**src/rtl/shot_scheduler.sv**
```systemverilog
// Cannon shot scheduler: fire-key edge detect, cooldown, lowest-free slot
// allocation, per-frame upward advance and top-of-screen retirement.
module shot_scheduler #(
  parameter int         NUM_SLOTS  = 4,
  parameter int         SHOT_SPEED = 7,
  parameter int         COOLDOWN   = 8,
  parameter logic [7:0] FIRE_KEY   = 8'd44,
  parameter int         Y_MIN      = 0
) (
  input  logic                      frame_clk,
  input  logic                      Reset,
  input  logic [7:0]                keycode,
  input  logic [2:0]                game_state,
  input  logic [9:0]                spawn_x,
  input  logic [9:0]                spawn_y,
  output logic [10*NUM_SLOTS-1:0]   shot_x,
  output logic [10*NUM_SLOTS-1:0]   shot_y,
  output logic [NUM_SLOTS-1:0]      shot_valid,
  output logic                      fire_ack,
  output logic                      pool_full,
  output logic [7:0]                drop_cnt
);

  localparam logic [2:0]  GS_PLAY   = 3'b001;
  localparam logic [2:0]  GS_PAUSED = 3'b010;
  localparam logic [10:0] RETIRE_Y  = 11'(Y_MIN + SHOT_SPEED);
  localparam logic [9:0]  STEP      = 10'(SHOT_SPEED);
  localparam logic [7:0]  CD_LOAD   = 8'(COOLDOWN);

  logic [7:0]             prev_key;
  logic [7:0]             cooldown;
  logic [7:0]             nx_cd;
  logic [7:0]             nx_drop;
  logic [10*NUM_SLOTS-1:0] nx_x;
  logic [10*NUM_SLOTS-1:0] nx_y;
  logic [NUM_SLOTS-1:0]   nx_v;
  logic [NUM_SLOTS-1:0]   alloc;
  logic                   nx_ack;
  logic                   press;
  logic                   free_found;

  assign press = (keycode == FIRE_KEY) && (prev_key != FIRE_KEY);

  // Lowest free slot taken from frame-start valid bits, so a slot retiring
  // this frame is not handed out until the next one.
  always_comb begin
    alloc      = '0;
    free_found = 1'b0;
    for (int unsigned i = 0; i < NUM_SLOTS; i++) begin
      if (!shot_valid[i] && !free_found) begin
        alloc[i]   = 1'b1;
        free_found = 1'b1;
      end
    end
  end

  always_comb begin
    nx_x    = shot_x;
    nx_y    = shot_y;
    nx_v    = shot_valid;
    nx_cd   = cooldown;
    nx_drop = drop_cnt;
    nx_ack  = 1'b0;
    case (game_state)
      GS_PLAY: begin
        for (int unsigned i = 0; i < NUM_SLOTS; i++) begin
          if (shot_valid[i]) begin
            if ({1'b0, shot_y[10*i +: 10]} < RETIRE_Y) begin
              nx_v[i] = 1'b0;
            end else begin
              nx_y[10*i +: 10] = shot_y[10*i +: 10] - STEP;
            end
          end
        end
        if (cooldown != '0) begin
          nx_cd = cooldown - 8'd1;
        end
        if (press && (cooldown == '0)) begin
          if (free_found) begin
            for (int unsigned i = 0; i < NUM_SLOTS; i++) begin
              if (alloc[i]) begin
                nx_v[i]          = 1'b1;
                nx_x[10*i +: 10] = spawn_x;
                nx_y[10*i +: 10] = spawn_y;
              end
            end
            nx_ack = 1'b1;
            nx_cd  = CD_LOAD;
          end else if (drop_cnt != '1) begin
            nx_drop = drop_cnt + 8'd1;
          end
        end
      end
      GS_PAUSED: begin
      end
      default: begin
        nx_x  = '0;
        nx_y  = '0;
        nx_v  = '0;
        nx_cd = '0;
      end
    endcase
  end

  always_ff @(posedge frame_clk or posedge Reset) begin
    if (Reset) begin
      shot_x     <= '0;
      shot_y     <= '0;
      shot_valid <= '0;
      fire_ack   <= 1'b0;
      pool_full  <= 1'b0;
      drop_cnt   <= '0;
      cooldown   <= '0;
      prev_key   <= '0;
    end else begin
      shot_x     <= nx_x;
      shot_y     <= nx_y;
      shot_valid <= nx_v;
      fire_ack   <= nx_ack;
      pool_full  <= &nx_v;
      drop_cnt   <= nx_drop;
      cooldown   <= nx_cd;
      prev_key   <= keycode;
    end
  end

endmodule

```
**config.mk**
```make
export PLATFORM = sky130hd
export DESIGN_NAME = shot_scheduler
export DESIGN_NICKNAME = d
export VERILOG_FILES = /design/src/rtl/shot_scheduler.sv
export SDC_FILE = /design/constraint.sdc
export NUM_CORES = 1
export LEC_CHECK = 0
export CORE_ASPECT_RATIO = 1.75
export CORE_MARGIN = 2
export CORE_UTILIZATION = 54
export DETAILED_ROUTE_END_ITERATION = 6
export PLACE_DENSITY = 0.92
export SLEW_MARGIN = 20
export SYNTH_ARGS = -nofsm -noshare
export SYNTH_HDL_FRONTEND = slang
export SYNTH_SLANG_ARGS = --single-unit
```
**constraint.sdc**
```tcl
create_clock -name frame_clk -period 8.3 [get_ports frame_clk]
set_input_delay 2.075 -clock frame_clk [delete_from_list [all_inputs] [get_ports frame_clk]]
set_output_delay 2.075 -clock frame_clk [all_outputs]
set_load 0.005 [all_outputs]
```
Word-level counts from Yosys, hierarchy flattened
Index checks and enable logic that the tools add are counted.
Widths: inputs -> output; s select.
{"block": "totals", "register_bits": 110, "rom_bits": 0, "out_inout_bits": 94, "latchBits": 0, "n_memories": 0, "mem_bits_rw": 0}
{"block": "classes", "shift": 0, "eq_ne": 11, "div": 0, "n_mux": 51, "multipliers": 0, "reduce_logical": 18, "order_cmp": 4, "bitwise_logic": 2, "n_addsub": 6}
{"op": "$mux 10", "count": 16}
{"op": "$mux 40", "count": 4}
{"op": "$pmux 40 s2", "count": 2}
{"op": "$lt 10x3->1 const B", "count": 4}
{"op": "$sub 10x3->10 const B", "count": 4}
{"op": "$mux 8", "count": 3}
{"op": "$reduce_and 4->1", "count": 6}
{"op": "$mux 1", "count": 22}
{"op": "$pmux 8 s2", "count": 1}
{"op": "$ne 2x2->1 const B", "count": 6}
{"op": "$add 8x1->8 const B", "count": 1}
{"op": "$eq 8x6->1 const B", "count": 1}
{"op": "$logic_not 8->1", "count": 1}
{"op": "$mux 4", "count": 2}
{"op": "$ne 8x6->1 const B", "count": 1}
{"op": "$ne 8x8->1 const B", "count": 1}
{"op": "$pmux 4 s2", "count": 1}
{"op": "$reduce_bool 8->1", "count": 1}
{"op": "$sub 8x1->8 const B", "count": 1}
{"op": "$logic_and 1x1->1", "count": 5}
{"op": "$logic_not 1->1", "count": 5}
{"op": "$eq 3x1->1 const B", "count": 1}
{"op": "$eq 3x2->1 const B", "count": 1}
{"op": "$not 1->1", "count": 2}

Logic depth before layout (Yosys ltp)
{"block": "logic_depth", "ltp_word": 14, "ltp_mapped": 10}

Least setup slack after synthesis
OpenSTA, ideal clock, no wires.
{"block": "synth_path", "kind": "input-to-reg", "start": "input keycode[1]", "end": "register shot_y[31]", "stages": 6, "setup_time_ps": 131, "slack_ps": 4247, "t_required_ps": 8169, "arrival_ps": 3923, "n_path_buf": 0, "cell_sequence": "or4_1 a211o_1 or4_4 and3_1 a221oi_2 o21ai_1"}
{"block": "synth_via", "elab_chain_cells": 5}
{"element": "from (decl)", "line": "12", "source": "input logic [7:0] keycode,"}
{"element": "$eq 8x6->1", "line": "42", "source": "assign press = (keycode == FIRE_KEY) && (prev_key != FIRE_KEY);"}
{"element": "$logic_and 1x1->1", "line": "42"}
{"element": "$logic_and 1x1->1", "line": "78", "source": "if (press && (cooldown == '0)) begin"}
{"element": "$mux 40", "line": "78"}
{"element": "$pmux 40 s2", "line": "64", "source": "case (game_state)"}
{"element": "to (signal assigned)", "line": "117", "source": "shot_y <= nx_y;"}
{"element": "to (decl)", "line": "17", "source": "output logic [10*NUM_SLOTS-1:0] shot_y,"}
No other way between the ends.
A chain may end at the register's enable or synchronous reset.

Worst setup path in the final report
{"block": "layout_path", "start": "input keycode[1]", "end": "register shot_x[5]"}
{"block": "layout_via", "elab_chain_cells": 5}
{"element": "$eq 8x6->1", "line": "42"}
{"element": "$logic_and 1x1->1", "line": "42"}
{"element": "$logic_and 1x1->1", "line": "78"}
{"element": "$ne 2x2->1 (no source line)"}
{"element": "$reduce_and 4->1 (no source line)"}
{"element": "to (signal assigned)", "line": "116", "source": "shot_x <= nx_x;"}
{"element": "to (decl)", "line": "16", "source": "output logic [10*NUM_SLOTS-1:0] shot_x,"}
No other way between the ends.

==> impl_metrics.yaml <==
status:
  outcome: "complete, no violations"
flow_run:
  cap_violations: 0
drt:
  detail-route-antenna-nets: 0
  first_pass_iters: 5
  vias_per_cell: 6.46
  wire_per_inst_microns: 19.9
  drt_iter0_drc: 693
  num_vias: 5437
  wl_mm: 16.8
  drc: 0
clock_network:
  cts_tree: "done"
  clock_latency_ns: 0.35
  clk_pin_slew_ns: 0.07
  hold_buffers: 0
  cts_num_sinks: 110
  h-tree-depth: 3
  cts_setup_buffers: 0
  cts.path.max_buffers: 2
  numCtsBuffers: 9
  root_buffer: "clkbuf_16"
  cts_resized: 0
global_route:
  grt_pass1_wl_mm: 26.6
  grt.met1_usage: 0.356
  grt_use_met2: 0.533
  overflow: 0
  grt_pass1_vias: 5463
  grt_antenna_before_repair: 0
  grt-busiest-layer: "met2"
  grt_max_degree: 63
  track_usage: 0.313
  grtUsageMet3: 0.0754
power_and_ir_drop:
  switching_share: 0.236
  power_density_nw_per_um2: 147
  p_clk_frac: 0.415
  ir_worst_vdd_uv: 127
  power_frac_comb: 0.067
  p_int_uw: 803
  switchingPower_uw: 249
  p_leak_nw: 2.97
  seqPwrFrac: 0.517
timing:
  finalSetupTns_ns: 0
  skew_ns: 0.00820
  rsz0062_at_grt: "false"
  setup_violations: 0
  min_period_over_period: 0.574
  timing.fmax_ghz: 0.210
  worst_slack_ns: 3.54
  slew_violations: 0
  slew_headroom: 0.379
  finalHoldViolCount: 0
  tightest_slew_ns: 0.931
  period_needed_ns: 4.76
placed_design:
  hpwl_mm: 11.9
  pre_cts_ws_ns: 2.79
  port-buffer-count: 126
  gp_congestion: 0.964
logic_synthesis:
  syn_area_per_cell_sq_um: 9.19
  synth_async_sr_flop_share: 1.00
  postSynthCellCount: 601
  ys_ff_latch: 110
  post_synth_num_cell_types: 58
  synthFlopType: "dfrtp_1"
  synth_edf_count: 0
  syn_area_sq_um: 5520
  syn_nets: 640
  yosysWarnings: 0
  synth-seq-area-share: 0.499
critical_path:
  reg2reg_slack_ns: 5.05
  path_class: "in2reg"
  crit_fanout: 12
  critPathArrivalTime_ns: 4.96
  required_ns: 8.50
  rr_worst_depth: 8
  r2r_start: "cooldown[0]$_DFFE_PP0P_"
  start_kind: "input pin"
  end_kind: "register"
  r2r-end: "shot_x[5]$_DFFE_PP0P_"
worst_hold_path:
  whs_path_depth: 2
  hold_end: "shot_x[27]$_DFFE_PP0P_"
  hp-class: "reg2reg"
  worstHoldStart: "shot_x[27]$_DFFE_PP0P_"
die:
  rows: 48
  die_w_microns: 80.4
  start_util: 0.557
  die_area_sq_um: 11100
  die_h_microns: 138
  ios: 127
  core_area_sq_um: 9910
layout:
  nFillCells: 725
  post_route_cells_drive_above_1_share: 0.0530
  ff_latch_area_sq_um: 2750
  final_cell_mix: "clkdlybuf4s50_1 (126), dfrtp_1 (110), nand2_1 (89)"
  area_delta_synth_final_pct: 30.0
  layout_commonest_cell: "clkdlybuf4s50_1"
  nets: 751
  multi_input_area_sq_um: 2620
  antenna_cells: 0
## registers in the layout, indices dropped and copies added (netlist names)
signal      flops
shot_x         40
prev_key        8
shot_y         40
fire_ack        1
drop_cnt        8
shot_valid      4
cooldown        8
pool_full       1
## power by group through the flow
stage | registers, mW | clock network [mW] | logic [mW]
5_1_grt | 0.545 | 0.462 | 0.0764
4_1_cts | 0.544 | 0.441 | 0.0696
6_report | 0.544 | 0.437 | 0.0708
3_5_place_dp | 0.555 | 0 | 0.0693
2_1_floorplan | 0.554 | 0 | 0.0301
3_3_place_gp | 0.555 | 0 | 0.0674
## layout make-up
cell class,instances,share of cell area
tap,125,0.0218
inverter,12,0.00662
clock buffer,10,0.0319
multi-input combinational,447,0.365
clock inverter,6,0.00941
timing repair buffer,132,0.182
sequential,110,0.383
## cells in the mapped netlist, types with 6 or more instances
cell type,instances,area share
or3_1,6,0.0068
dfrtp_1,110,0.50
nand2_1,89,0.061
a32oi_1,12,0.019
ha_1,6,0.014
a32o_1,10,0.018
inv_1,12,0.0082
a21oi_1,25,0.023
clkbuf_1,27,0.018
o31ai_1,7,0.0095
xnor2_1,10,0.016
a211oi_1,6,0.0082
nand4_1,8,0.0091
nand3_1,23,0.021
and3_1,11,0.012
nor2_1,37,0.025
nor3_1,21,0.019
o21ai_0,89,0.081
## cells by family (layout without fill, tap and decap cells)
logic type / Yosys count / in the layout / synth area share
AND/OR/NAND/NOR: 236 / 236 / 0.215
AO/OA/AOI/OAI: 185 / 185 / 0.209
flip-flops: 110 / 110 / 0.499
buffers and inverters: 44 / 160 / 0.0310
XOR/XNOR: 15 / 15 / 0.0238
adder cells (fa/ha/maj): 6 / 6 / 0.0136
multiplexers: 5 / 5 / 0.00929
## layer usage
metal  routed length (microns)  share of wire
met5                         0              0
met3                      1330          0.079
met4                       917          0.055
met1                      5890           0.35
met2                      8650           0.52
## how the worst max path moves through the flow
stage	endpoint	slack [ns]	startpoint
2_1_floorplan	cooldown[0]$_DFFE_PP0P_	3.32	Reset
3_3_place_gp	shot_y[13]$_DFFE_PP0P_	2.95	keycode[1]
3_5_place_dp	shot_x[5]$_DFFE_PP0P_	2.79	keycode[1]
4_1_cts	shot_x[5]$_DFFE_PP0P_	3.10	keycode[1]
5_1_grt	shot_x[5]$_DFFE_PP0P_	3.46	keycode[1]
6_report	shot_x[5]$_DFFE_PP0P_	3.54	keycode[1]
## per-stage QoR
stage          power (mW)  cells  instance area [sq um]  hold slack [ns]  utilization
5_1_grt              1.08    842                   7180            0.506        0.724
4_1_cts              1.05    842                   7160            0.495        0.723
3_3_place_gp        0.622    826                   6870            0.464        0.693
6_report             1.05    842                   7180            0.490        0.724
2_1_floorplan       0.585    601                   5520            0.469            -
3_5_place_dp        0.624    826                   6870            0.479        0.693
## critical path: stages
cell and delay, ns:
clkdlybuf4s50_1 0.42, or4_1 0.56, a211o_1 0.43, nor3_2 0.61, nor2_1 0.38, o21ai_0 0.31, o21ai_0 0.17
Note: power is estimated with default switching activity, not from simulation.
==> variant 1, RTL diff (same settings) <==
Put one more register stage on the output `drop_cnt`, without a reset. The value now appears one clock later. The other outputs are not delayed to match.
--- a/src/rtl/shot_scheduler.sv
+++ b/src/rtl/shot_scheduler.sv
@@ -27,4 +27,6 @@
   localparam logic [9:0]  STEP      = 10'(SHOT_SPEED);
   localparam logic [7:0]  CD_LOAD   = 8'(COOLDOWN);
+
+  logic [7:0] drop_cnt_s0;
 
   logic [7:0]             prev_key;
@@ -60,5 +62,5 @@
     nx_v    = shot_valid;
     nx_cd   = cooldown;
-    nx_drop = drop_cnt;
+    nx_drop = drop_cnt_s0;
     nx_ack  = 1'b0;
     case (game_state)
@@ -87,6 +89,6 @@
             nx_ack = 1'b1;
             nx_cd  = CD_LOAD;
-          end else if (drop_cnt != '1) begin
-            nx_drop = drop_cnt + 8'd1;
+          end else if (drop_cnt_s0 != '1) begin
+            nx_drop = drop_cnt_s0 + 8'd1;
           end
         end
@@ -110,5 +112,5 @@
       fire_ack   <= 1'b0;
       pool_full  <= 1'b0;
-      drop_cnt   <= '0;
+      drop_cnt_s0 <= '0;
       cooldown   <= '0;
       prev_key   <= '0;
@@ -119,5 +121,5 @@
       fire_ack   <= nx_ack;
       pool_full  <= &nx_v;
-      drop_cnt   <= nx_drop;
+      drop_cnt_s0 <= nx_drop;
       cooldown   <= nx_cd;
       prev_key   <= keycode;
@@ -125,4 +127,8 @@
   end
 
+  always_ff @(posedge frame_clk) begin
+    drop_cnt <= drop_cnt_s0;
+  end
+
 endmodule
 
Check against the original RTL: same outputs for any inputs over 4 cycles, from zero or initial values and one cycle with Reset high; that may be too few to reach the edited logic, so the function may still have changed.
==> variant 1 against the unedited design <==
Cell area rose by 11%. Setup slack got worse by 0.025 ns. Wire length is 13% higher. Utilization is 0.49 points lower. Critical endpoint is now shot_x[23]. Final cell count is 2.1% higher. Sequential cell count up 8. Register-to-register slack about the same. Synthesized area up 9.2%. Maximum frequency is 0.52% lower.
Power is not compared: it rests on default switching activity, and its combinational part moved more than twofold at a synthesized area within 25%.
==> variant 1: results (changes against the unedited design) <==
** Logic synthesis
- The number of instances in the synthesized netlist is 591 (was 601).
- The arithmetic-cell share of the synthesized area counting full adders, half adders and majority gates is 1.245% (was 1.360%).
- Synthesized Nets :: 630 (was 640)
- Number of unique standard cell types used by synthesis :: 79 (was 58)
- The area fraction in compound gates after synthesis is 18.34% (was 20.92%).
- Top cells by instance count after synthesis: sky130_fd_sc_hd__dfrtp_1 (110), sky130_fd_sc_hd__nand2_1 (62), sky130_fd_sc_hd__nor2_1 (34), sky130_fd_sc_hd__o21ai_0 (30), sky130_fd_sc_hd__mux2_2 (26) (was sky130_fd_sc_hd__dfrtp_1 (110), sky130_fd_sc_hd__nand2_1 (89), sky130_fd_sc_hd__o21ai_0 (89), sky130_fd_sc_hd__nor2_1 (37), sky130_fd_sc_hd__clkbuf_1 (27)).
- Count leader, synth :: sky130_fd_sc_hd__dfrtp_1 (unchanged)
- Main area contributors after synthesis: sky130_fd_sc_hd__dfrtp_1 (46%), sky130_fd_sc_hd__mux2_2 (4.9%), sky130_fd_sc_hd__nand2_1 (3.9%) (was sky130_fd_sc_hd__dfrtp_1 (50%), sky130_fd_sc_hd__o21ai_0 (8.1%), sky130_fd_sc_hd__nand2_1 (6.1%)).
- The sequential-to-total area share from yosys stat came to 48.30% (was 49.85%).
- Async set-reset flop share out of synthesis :: 93.22% (was 100.0%)
- The xor/xnor share of the synthesized area is 2.033% (was 2.379%).

** Critical path
- Data arrival time at the worst-slack endpoint :: 5.09 ns (was 4.96 ns)
- Crit path largest cell delay :: 0.83 ns (was 0.61 ns)
- Critical path peak fanout :: 11 (was 12)
- Delay-heaviest family, CP :: compound AO/OA/AOI/OAI gates (was simple AND/OR/NAND/NOR gates)

** Route
- Routed length on met3 :: 1.640 mm (was 1.328 mm)
- DR WL/cell :: 22.03 um (was 19.93 um)
- M1 wire length :: 6.662 mm (was 5.891 mm)
- The via count of the routed design was 5730 (was 5437).
- The routed length on met2 was 9.654 mm (was 8.648 mm).

** Place
- Half-perimeter wire length after detailed placement :: 12.78 mm (was 11.94 mm)
- The number of placed cells counting well taps is 828 (was 826).
- Area post-placement :: 7387 sq um (was 6865 sq um)
- The routability congestion estimate from global placement was 0.8900 (was 0.9644).

** Layout
- Total of fill cells in the finished design :: 750 (was 725)
- The layout net count is 754 (was 751).
- The layout cell share with drive strength beyond 1 came to 12.23% (was 5.300%).
- Count of placed standard cells in the final layout, fillers left out :: 860 (was 842)

** Clock tree
- The number of buffers created by CTS is 17 (was 9).
- The number of H-tree levels came to 4 (was 3).
- The clock latency of the later-clocked register in the worst-skew pair came to 0.43 ns (was 0.35 ns).

** STA
- Worst-Margin Slew :: 0.9623 ns (was 0.9308 ns)
- Number of hold violations in the final report :: 0 (unchanged)

** Status
- Status :: completed (unchanged)

** GRT
- Pin count of the biggest net entering global routing :: 61 (was 63)
- Wire length of the first global-routing pass :: 30.32 mm (was 26.61 mm)
- The global router's overall resource usage came to 32.28% (was 31.31%).
[variant 1: final cells by class]
| class | count | area (sq um) | area share (%) |
|---|---|---|---|
| Inverter | 15 | 58.81 | 0.7403 |
| Clock buffer | 17 | 425.4 | 5.355 |
| Multi-Input combinational cell | 431 | 2944 | 37.06 |
| Tap cell | 132 | 165.2 | 2.079 |
| Sequential cell | 118 | 2913 | 36.67 |
| Clock inverter | 15 | 131.4 | 1.654 |
| Timing Repair Buffer | 132 | 1306 | 16.44 |
[variant 1: final timing paths]
kind,start,end,slack (ns),depth (start not counted)
worst min-delay path,drop_cnt_s0[1],drop_cnt[1],0.42,0
worst max-delay path,keycode[1],shot_x[23],3.51,6
max in group asynchronous,Reset,shot_x[11],4.98,3
worst min register to register,drop_cnt_s0[1],drop_cnt[1],0.42,0
worst max register to register,cooldown[0],shot_x[23],5.04,7
min in group asynchronous,Reset,shot_x[37],2.10,2
[variant 1: power by group]
group          internal, mW  total (mW)  switching (mW)
combinational        0.0618       0.179           0.117
sequential            0.587       0.600          0.0127
clock                 0.411       0.696           0.286
[variant 1: cell families after synthesis]
group / after synthesis
compound gates: 152
xor+xnor: 14
fa+ha+maj: 6
buf+inv: 42
flops: 118
mux: 35
simple gates: 224
[variant 1: layer usage]
layer / GRT usage (%) / up-vias
met4: 16.89 / 0
met1: 35.46 / 2775
met5: 0 / -
li1: - / 2477
met3: 8.960 / 90
met2: 56.59 / 388
==> variant 2, RTL diff (config.mk and constraints unchanged) <==
Made on the original files. `SHOT_SPEED`: 7 -> 3.
--- a/src/rtl/shot_scheduler.sv
+++ b/src/rtl/shot_scheduler.sv
@@ -3,5 +3,5 @@
 module shot_scheduler #(
   parameter int         NUM_SLOTS  = 4,
-  parameter int         SHOT_SPEED = 7,
+  parameter int         SHOT_SPEED = 3,
   parameter int         COOLDOWN   = 8,
   parameter logic [7:0] FIRE_KEY   = 8'd44,
Formal check against the unedited RTL: not equivalent (Yosys sat finds a counterexample within 4 cycles, from zero or initial values and one cycle with Reset high).
==> variant 2 against the unedited design <==
Count of clock-buffer cells in the layout shrank 1. Largest power group unchanged. Non-clock buffer count shrank 2. Sequential cell count is the same. Sequential power grew 1%. Critical endpoint is now shot_x[12]. Largest cell class is now multi-input gates. Synthesized area grew 5.3%. Setup slack lost 0.16 ns. Highest routed layer unchanged. Power grew 3.0%. Wire length grew 3.0%. Cell area grew 3.8%.
==> variant 2: results (changes against the unedited design) <==
** Status
- Status :: completed (unchanged)

** Power and ir drop
- The worst IR drop on VDD is 0.1203 mV (was 0.1271 mV).
- The leakage power figure was 3.127 nW (was 2.968 nW).

** Place
- Half-perimeter wire length after detailed placement :: 12.46 mm (was 11.94 mm)
- The routability congestion estimate from global placement is 0.9152 (was 0.9644).
- The pre-CTS setup slack was 3.041 ns (was 2.789 ns).
- Area post-placement :: 7173 sq um (was 6865 sq um)

** Logic synthesis
- Top cells by instance count after synthesis: sky130_fd_sc_hd__dfrtp_1 (110), sky130_fd_sc_hd__nand2_1 (39), sky130_fd_sc_hd__nor2_1 (28), sky130_fd_sc_hd__mux2_1 (22), sky130_fd_sc_hd__nor3_1 (22) (was sky130_fd_sc_hd__dfrtp_1 (110), sky130_fd_sc_hd__nand2_1 (89), sky130_fd_sc_hd__o21ai_0 (89), sky130_fd_sc_hd__nor2_1 (37), sky130_fd_sc_hd__clkbuf_1 (27)).
- The arithmetic-cell share of the synthesized area counting full adders, half adders and majority gates was 1.291% (was 1.360%).
- The xor/xnor share of the synthesized area is 1.355% (was 2.379%).
- Post-synthesis mux area share :: 6.001% (was 0.9291%)
- Synthesized Nets :: 604 (was 640)
- Main area contributors after synthesis: sky130_fd_sc_hd__dfrtp_1 (47%), sky130_fd_sc_hd__mux2_1 (4.3%), sky130_fd_sc_hd__a22o_1 (3.0%) (was sky130_fd_sc_hd__dfrtp_1 (50%), sky130_fd_sc_hd__o21ai_0 (8.1%), sky130_fd_sc_hd__nand2_1 (6.1%)).
- Compound-Gate Fraction of Synth Area :: 20.78% (was 20.92%)
- The sequential-to-total area share from yosys stat came to 47.32% (was 49.85%).
- Number of unique standard cell types used by synthesis :: 72 (was 58)

** Route
- The routed length on met2 was 8.772 mm (was 8.648 mm).
- M1 wire length :: 6.236 mm (was 5.891 mm)
- The number of vias per cell after detailed routing came to 6.683 (was 6.457).
- Routed length on met3 :: 1.247 mm (was 1.328 mm)
- The post-detailed-route wirelength per cell is 21.17 um (was 19.93 um).
- Number of DRC markers after the initial detailed-route iteration :: 588 (was 693)
- Uppermost signal routing layer after detailed routing :: met4 (unchanged)

** STA
- The worst slew margin relative to its limit was 39.36% (was 37.95%).
- Clock Skews :: 0.01221 ns (was 0.008202 ns)

** Layout
- The layout net count came to 721 (was 751).
- Proportion of layout cells with a drive suffix above 1 :: 5.822% (was 5.300%)
- The total of fill cells in the finished design is 748 (was 725).

** Clock tree
- The post-cts sizing count came to 0 (unchanged).
- H-tree depth reported by CTS :: 3 (unchanged)

** GRT
- Wire length of the first global-routing pass :: 27.98 mm (was 26.61 mm)
- The number of global-route vias before repair was 5435 (was 5463).
- The global-route track usage on met1 was 36.39% (was 35.62%).
- The met2 demand-to-capacity share in global routing came to 51.66% (was 53.33%).
- Pin count of the biggest net entering global routing :: 73 (was 63)
- Global-route usage over all layers :: 31.30% (was 31.31%)
- The met3 demand-to-capacity share in global routing is 5.534% (was 7.536%).

** Critical path
- Critical path peak fanout :: 11 (was 12)

** Floorplan
- The core area was 10570 sq um (was 9910 sq um).
## variant 2: path summary, 6_finish.rpt
path | startpoint | endpoint | slack, ns | cells past startpoint
setup / recovery | keycode[1] | shot_x[12] | 3.38 | 6
hold / removal | shot_x[23] | shot_x[23] | 0.50 | 1
setup reg to reg | cooldown[0] | shot_x[12] | 5.06 | 7
hold reg to reg | shot_x[23] | shot_x[23] | 0.50 | 1
max in group asynchronous | Reset | drop_cnt[4] | 4.89 | 3
min in group asynchronous | Reset | shot_y[37] | 2.11 | 2
## variant 2: critical path, stage by stage
cell                              delay (ns)
sky130_fd_sc_hd__clkdlybuf4s50_1        0.43
sky130_fd_sc_hd__or4_4                  0.55
sky130_fd_sc_hd__a211o_1                0.59
sky130_fd_sc_hd__o31ai_4                0.57
sky130_fd_sc_hd__and2_1                 0.51
sky130_fd_sc_hd__mux2_1                 0.41
## variant 2: report_power, final
group | internal, mW | switching (mW) | leakage (nW)
clock | 0.208 | 0.214 | 0.130
sequential | 0.544 | 0.00679 | 1.51
combinational | 0.0387 | 0.0731 | 1.48
## variant 2: per-stage QoR
| stage | util (%) | hold slack (ns) | std cells |
|---|---|---|---|
| after floorplan | - | 0.4701 | 565 |
| after CTS | 70.51 | 0.5054 | 817 |
| after global placement | 67.85 | 0.4734 | 801 |
| after global routing | 70.51 | 0.5101 | 817 |
| final | 70.51 | 0.5035 | 817 |
| after detailed placement | 67.85 | 0.4885 | 801 |
## variant 2: cell type report
class                           instances  share of cell area (%)
Multi-Input combinational cell        418                   39.11
Sequential cell                       110                   36.93
Timing Repair Buffer                  130                   17.32
Clock buffer                            9                   3.021
Tap cell                              130                   2.182
Clock inverter                          7                  0.7553
Inverter                               13                  0.6882
